$ cat config.mk
export PLATFORM = sky130hd
export DESIGN_NAME = mul8u_acc_stage
export DESIGN_NICKNAME = d
export VERILOG_FILES = /design/src/rtl/mul8u_acc_pkg.sv /design/src/rtl/mul8u_acc_adder.sv /design/src/rtl/mul8u_acc_stage.sv
export SDC_FILE = /design/constraint.sdc
export NUM_CORES = 1
export LEC_CHECK = 0
export CORE_MARGIN = 2
export CORE_UTILIZATION = 30
export CTS_BUF_LIST = sky130_fd_sc_hd__clkbuf_8
export DETAILED_ROUTE_END_ITERATION = 8
export SLEW_MARGIN = 20
export SYNTH_ARGS = -nofsm -noshare
export SYNTH_HDL_FRONTEND = slang
export SYNTH_SLANG_ARGS = --single-unit
$ cat constraint.sdc
create_clock -name clk -period 2.04 [get_ports clk]
set_input_delay 0.204 -clock clk [delete_from_list [all_inputs] [get_ports clk]]
set_output_delay 0.204 -clock clk [all_outputs]
set_load 0.01 [all_outputs]
$ cat src/rtl/mul8u_acc_pkg.sv
// Shared types and defaults for the mul8u product accumulation stage.
// Bias compensation is selected at compile time with MUL8U_ACC_BIAS_COMP_EN.
package mul8u_acc_pkg;

    typedef enum logic [0:0] {
        ST_ACC  = 1'b0,
        ST_HOLD = 1'b1
    } acc_state_e;

    localparam int PROD_W    = 16;
    localparam int DEF_ACC_W = 24;
    localparam int DEF_CNT_W = 8;
    localparam int DEF_BIAS  = 3;

endpackage

$ cat src/rtl/mul8u_acc_adder.sv
// Combinational accumulator adder: zero-extends the product, optionally adds BIAS,
// and reports the carry out of the ACC_W-bit sum. Bias add enabled by MUL8U_ACC_BIAS_COMP_EN.
module mul8u_acc_adder
    import mul8u_acc_pkg::*;
#(
    parameter int ACC_W = DEF_ACC_W,
    parameter int BIAS  = DEF_BIAS
) (
    input  logic [ACC_W-1:0]  acc,
    input  logic [PROD_W-1:0] prod,
    output logic [ACC_W-1:0]  sum,
    output logic              carry
);

`ifdef MUL8U_ACC_BIAS_COMP_EN
    localparam logic [ACC_W:0] BIAS_TERM = (ACC_W+1)'(BIAS);
`else
    // BIAS stays in the parameter list so both builds share one interface.
    localparam logic [ACC_W:0] BIAS_TERM = (ACC_W+1)'(BIAS) & {(ACC_W+1){1'b0}};
`endif

    logic [ACC_W:0] term_s;
    logic [ACC_W:0] total_s;

    // Term formation and one extra bit of headroom to capture the carry.
    always_comb begin
        term_s  = {{(ACC_W+1-PROD_W){1'b0}}, prod} + BIAS_TERM;
        total_s = {1'b0, acc} + term_s;
    end

    assign sum   = total_s[ACC_W-1:0];
    assign carry = total_s[ACC_W];

endmodule

$ cat src/rtl/mul8u_acc_stage.sv
// Frame accumulator for 16-bit multiplier products with a registered per-frame result.
// Define MUL8U_ACC_BIAS_COMP_EN to add BIAS to every accepted product.
module mul8u_acc_stage
    import mul8u_acc_pkg::*;
#(
    parameter int ACC_W = DEF_ACC_W,
    parameter int CNT_W = DEF_CNT_W,
    parameter int BIAS  = DEF_BIAS
) (
    input  logic              clk,
    input  logic              rst,
    input  logic              in_valid,
    output logic              in_ready,
    input  logic [PROD_W-1:0] in_prod,
    input  logic              in_last,
    output logic              out_valid,
    input  logic              out_ready,
    output logic [ACC_W-1:0]  out_sum,
    output logic [CNT_W-1:0]  out_count,
    output logic              out_ovf
);

    acc_state_e       state_r;
    acc_state_e       state_nxt_s;
    logic [ACC_W-1:0] acc_r;
    logic [ACC_W-1:0] sum_s;
    logic             carry_s;
    logic [CNT_W-1:0] cnt_r;
    logic [CNT_W-1:0] cnt_inc_s;
    logic             cnt_wrap_s;
    logic             ovf_r;
    logic             ovf_nxt_s;
    logic             accept_s;
    logic             release_s;

    mul8u_acc_adder #(
        .ACC_W (ACC_W),
        .BIAS  (BIAS)
    ) u_adder (
        .acc   (acc_r),
        .prod  (in_prod),
        .sum   (sum_s),
        .carry (carry_s)
    );

    // Handshake qualifiers and per-beat counter / overflow update values.
    always_comb begin
        accept_s   = in_valid && (state_r == ST_ACC);
        release_s  = out_valid && out_ready && (state_r == ST_HOLD);
        cnt_inc_s  = cnt_r + {{(CNT_W-1){1'b0}}, 1'b1};
        cnt_wrap_s = &cnt_r;
        ovf_nxt_s  = ovf_r | carry_s | cnt_wrap_s;
    end

    // Next-state logic for the ACC/HOLD frame FSM.
    always_comb begin
        state_nxt_s = state_r;
        case (state_r)
            ST_ACC: begin
                if (accept_s && in_last) begin
                    state_nxt_s = ST_HOLD;
                end else begin
                    state_nxt_s = ST_ACC;
                end
            end
            ST_HOLD: begin
                if (release_s) begin
                    state_nxt_s = ST_ACC;
                end else begin
                    state_nxt_s = ST_HOLD;
                end
            end
            default: state_nxt_s = ST_ACC;
        endcase
    end

    // State, accumulator and output registers; in_ready is registered from the next state
    // so out_ready never reaches in_ready combinationally.
    always_ff @(posedge clk) begin
        if (rst) begin
            state_r   <= ST_ACC;
            in_ready  <= 1'b1;
            acc_r     <= {ACC_W{1'b0}};
            cnt_r     <= {CNT_W{1'b0}};
            ovf_r     <= 1'b0;
            out_valid <= 1'b0;
            out_sum   <= {ACC_W{1'b0}};
            out_count <= {CNT_W{1'b0}};
            out_ovf   <= 1'b0;
        end else begin
            state_r  <= state_nxt_s;
            in_ready <= (state_nxt_s == ST_ACC);
            if (accept_s) begin
                if (in_last) begin
                    out_sum   <= sum_s;
                    out_count <= cnt_inc_s;
                    out_ovf   <= ovf_nxt_s;
                    out_valid <= 1'b1;
                    acc_r     <= {ACC_W{1'b0}};
                    cnt_r     <= {CNT_W{1'b0}};
                    ovf_r     <= 1'b0;
                end else begin
                    acc_r <= sum_s;
                    cnt_r <= cnt_inc_s;
                    ovf_r <= ovf_nxt_s;
                end
            end else if (release_s) begin
                out_valid <= 1'b0;
            end else begin
                out_valid <= out_valid;
            end
        end
    end

endmodule
Word level (Yosys, flattened, before mapping)
Cells that the tools add are included.

Flip-flop bits (word level): 69. Output and inout bits: 35.

Add/sub/neg operators: 2. Equality and inequality tests: 1. Mux-type cells: 9. Bitwise gates (word level): 4. Reductions and logical operators: 8.

Operator list (number): $add A24 B16 Y25 (1); $mux W24 (1); $add A8 B1 Y8 const B (1); $mux W8 (1); $reduce_and A8 Y1 (1); $mux W1 (6); $logic_and A1 B1 Y1 (4); $reduce_and A2 Y1 (2); $ne A2 B2 Y1 const B (1); $not A1 Y1 (2); $or A1 B1 Y1 (2); $pmux W1 S2 (1); $reduce_bool A2 Y1 (1).

Logic depth before layout (Yosys ltp)
Gate-level depths: netlist (run 1).

Word-level depth: 6. Mapped depth: 10. Depth with buffers taken out: 9.

Hierarchy
A second synthesis (run 1) with hierarchy kept.

Cells, all modules: 474. Area total of the unflattened synthesis: 3774.9 um^2.

Modules (own cells, without submodules): mul8u_acc_stage (instances 1, cells an instance 321, area an instance 2695.1 um^2); mul8u_acc_adder (instances 1, cells an instance 153, area an instance 1079.8 um^2).

Worst setup path before layout (run 1)
No wires, ideal clock.

Path type: register -> register. Start: register acc_r[0]. End: register out_sum[16]. Setup time: 0.122 ns. Arrival: 1.949 ns. Required time: 1.918 ns. Path slack: -0.031 ns. Cell stages (with the launch flop): 11. Buffers on the path: 1. Cell sequence: dfxtp_1 ha_1 inv_1 fa_1 nor2b_1 o2111ai_1 nand2_1 a211o_1 buf_2 nor3_1 a311o_1.

Longest elaborated chain between the ends: 1.

Ends and longest elaborated chain: start: declaration (RTL line mul8u_acc_stage.sv:25) `logic [ACC_W-1:0] acc_r;`; start signal: assignment (RTL line mul8u_acc_stage.sv:83) `acc_r <= {ACC_W{1'b0}};`; start signal: assignment (RTL line mul8u_acc_stage.sv:99) `acc_r <= {ACC_W{1'b0}};`; start signal: assignment (RTL line mul8u_acc_stage.sv:103) `acc_r <= sum_s;`; $add A24 B16 Y25 (RTL line mul8u_acc_adder.sv:28) `total_s = {1'b0, acc} + term_s;`; end signal: assignment (RTL line mul8u_acc_stage.sv:87) `out_sum <= {ACC_W{1'b0}};`; end signal: assignment (RTL line mul8u_acc_stage.sv:95) `out_sum <= sum_s;`; end: declaration (RTL line mul8u_acc_stage.sv:18) `output logic [ACC_W-1:0] out_sum,`.

Every way passes these cells. A chain may end at the register's enable or synchronous reset.

Final worst setup path (run 1)
Start: input in_prod[0]. End: register out_sum[14].

Longest elaborated chain between the ends: 1.

Ends and longest elaborated chain: start: declaration (RTL line mul8u_acc_stage.sv:14) `input logic [PROD_W-1:0] in_prod,`; $add A24 B16 Y25 (RTL line mul8u_acc_adder.sv:28).

Every way passes these cells.

==> flow_summary.ini, run 1 <==
[finish]
final_nets = 672
layout-drive-gt1-share_pct = 29.3
num_antenna_cells = 0
fill_cells = 1274
syn_to_final_growth_pct = 51.1
final_area_sq_um = 6000

[setup_path]
rr_endpoint = out_sum[14]
slowest_delay_ns = 0.51
crit_chain = clkdlybuf4s50_1 -> ha_4 -> inv_2 -> fa_2 -> nor2b_4 -> o2111ai_4 -> a211oi_2 -> buf_4 -> nor3_2 -> or4_1 -> nand3_1
path_class = input pin to flip-flop
required_ns = 2.36
crit_start = in_prod[0]
crit_cells = 11
cp-end-kind = flip-flop
path_delay_family = buffers and inverters
cpMaxStageDelayCell = clkdlybuf4s50_1
crit_arrival_ns = 2.46
path_max_fanout = 3
rr_startpoint = acc_r[0]
critPathBufInv = 3
rr_worst_depth = 10
ff2ff_setup_slack_ns = -0.09
crit_path_start_kind = input pin

[place]
placed_cell_area_sq_um = 5350
port_buffers = 55
dp_hpwl_um = 9020
routabilityCongestion = 0.877

[timing]
finalSetupViolations = 4
drv_slew = 0
finalCritPeriodShare_pct = 105
hold_viol_final = 0
final.min_clock_period_ns = 2.14
worst_pin_slew_ns = 0.414
finClkSkew_ns = 0.0124
finalWorstSetupSlack_ns = -0.0987
rsz0062_at_grt = true
relSlewSlack_pct = 72.3
max_freq_ghz = 0.468

[yosys]
ys_top_cells_by_area = dfxtp_1 (35%), ha_1 (5.4%), nand2_1 (4.6%)
synth_commonest_cells = dfxtp_1 (69), nand2_1 (49), nor2_1 (47), nand3_1 (34), a21oi_1 (30)
async_reset_ff_share_pct = 0
yosysMostFrequentCell = dfxtp_1
synth_top_area_share_pct = 34.8
yosysSeqAreaShare_pct = 34.8
synthFlopType = dfxtp_1
syn_inst = 499
yosysWarnings = 0
synth_seq_cells = 69
syn_avg_cell_area_sq_um = 7.95
yosys.cell_types.count = 60
syn_area_sq_um = 3970
synth_edf_count = 0
synth_area_leader_cell = dfxtp_1
synth_nets = 538

[clock_tree]
ctsHtreeMaxLevel = 3
cts.sinks = 69
cts_tree = done
clockRootBuffer = clkbuf_8
postCtsHoldBufs = 0
clockBufferDepth = 2
cts.clk_slew.worst_paths_ns = 0.08
insertion_delay_ns = 0.38
cts_buffers = 9

[routing]
dr.pass1.iters = 4
ant_nets = 0
drt_iter0_drc = 248
route.detailed.drc = 0
via_count = 4287
routed_wl_um = 12800
viasPerCell = 5.27
wire_per_inst_um = 15.8

[worst_hold_path]
hp-class = input pin to flip-flop
hp-start = rst
whs_path_depth = 2
hold_end = acc_r[9]

[power]
pwr-share-seq_pct = 42.0
total_power_mw = 3.45
power_frac_comb_pct = 26.3
vdd_ir_drop_max_mv = 0.484
leakage_nw = 2.34
p_int_mw = 2.40
powerDensity_nw_per_um2 = 576
clockPowerShare_pct = 31.7
swShare_pct = 30.7
p_switching_mw = 1.06

[run]
max-cap-violations = 0

[global_route]
grt_max_degree = 33
antenna_found_initial = 0
grt_use_total_pct = 18.2
grt.overflow.total = 0
grt_pass1_vias = 4281
grt_pass1_wl_um = 20800

[die]
coreArea_sq_um = 13100
ios = 56
std_cell_rows = 42
start_util_pct = 30.3
dieWidth_um = 119
die-area_sq_um = 14200
dieHeight_um = 119

[status]
violations = setup timing
status = finished with violations
[what timing repair did]
| action | in CTS | in global routing |
|---|---|---|
| endpoints found under the setup margin | 30 | 34 |
| pin swaps | 14 | 26 |
| buffers inserted | 2 | 8 |
| gates cloned | 0 | 0 |
| resized for setup | 26 | 51 |
[worst max path at each step]
stage | end | slack, ns
6_report | out_sum[14] | -0.1
3_3_place_gp | out_sum[14] | -0.63
3_5_place_dp | out_sum[14] | -0.61
2_1_floorplan | out_sum[14] | -0.01
4_1_cts | out_sum[14] | -0.07
5_1_grt | out_sum[14] | -0.22
[sequential cells by signal (all words and copies together) (netlist names)]
signal     count
acc_r         24
cnt_r          8
in_ready       1
out_count      8
out_ovf        1
out_sum       24
out_valid      1
ovf_r          1
state_r        1
[per-stage QoR]
step	hold WS [ns]	TNS, ns	util, %	setup WS (ns)	instances
after global placement	0.445	-14.65	40.9	-0.630	789
after CTS	0.182	-0.0711	43.2	-0.0675	806
after global routing	0.206	-1.36	45.8	-0.222	814
after floorplan	0.391	-0.0141	-	-0.0141	499
final	0.209	-0.205	45.8	-0.0987	814
after detailed placement	0.456	-15.80	40.9	-0.614	789
[cell type report]
| cell class | instances | area [sq um] | area share [%] |
|---|---|---|---|
| Multi-Input combinational cell | 382 | 2760 | 46.1 |
| Timing Repair Buffer | 158 | 1390 | 23.2 |
| Sequential cell | 69 | 1390 | 23.1 |
| Tap cell | 176 | 220 | 3.67 |
| Clock buffer | 12 | 165 | 2.75 |
| Inverter | 13 | 48.8 | 0.814 |
| Clock inverter | 4 | 22.5 | 0.376 |
[power groups by stage]
| stage | clock network (mW) | registers [mW] | logic [mW] |
|---|---|---|---|
| 6_report | 1.10 | 1.45 | 0.909 |
| 5_1_grt | 1.18 | 1.46 | 0.985 |
| 4_1_cts | 1.12 | 1.45 | 0.834 |
| 3_5_place_dp | 0 | 1.48 | 0.808 |
| 3_3_place_gp | 0 | 1.47 | 0.796 |
| 2_1_floorplan | 0 | 1.49 | 0.379 |
[cell usage in the layout (no fill, tap or decap), types with 5 or more instances in the layout]
cell / count
buf_6: 10
clkdlybuf4s50_1: 53
nor3_1: 10
inv_1: 12
nand3_1: 30
a21oi_2: 9
a21oi_1: 22
o21a_1: 6
ha_1: 7
a32oi_1: 5
ha_4: 8
nand2_1: 47
o21ai_1: 10
and3_1: 17
a31oi_1: 6
o21ai_2: 5
or3_1: 6
a22oi_1: 9
clkbuf_8: 12
buf_4: 90
a211oi_1: 8
xnor2_1: 9
dfxtp_1: 66
o21ai_0: 18
o211ai_1: 10
nor2_1: 45
[logic make-up (layout without fill, tap and decap cells)]
group / after synthesis / in the layout / synth area share (%)
AO/OA/AOI/OAI: 153 / 153 / 27.0
XOR/XNOR: 14 / 14 / 3.09
adder cells (fa/ha/maj): 18 / 18 / 5.87
buffers and inverters: 48 / 187 / 4.98
flip-flops: 69 / 69 / 34.8
multiplexers: 4 / 4 / 1.01
AND/OR/NAND/NOR: 193 / 193 / 23.2
[routing by layer]
metal / share of wire [%] / wire (um) / track usage (%) / up-vias
li1: - / - / - / 2111
met1: 46 / 5920 / 23.2 / 2063
met2: 47 / 6100 / 29.5 / 94
met3: 4.8 / 611 / 5.12 / 19
met4: 1.6 / 209 / 6.03 / 0
met5: 0 / 0 / 0 / -
Power figures use the tool's default switching activity.
==> run 2: changes to the inputs <==
- HOLD_SLACK_MARGIN: not set -> 0.12
==> results of run 2 <==
No change in the layout: final DEF, timing and power equal those of run 1.
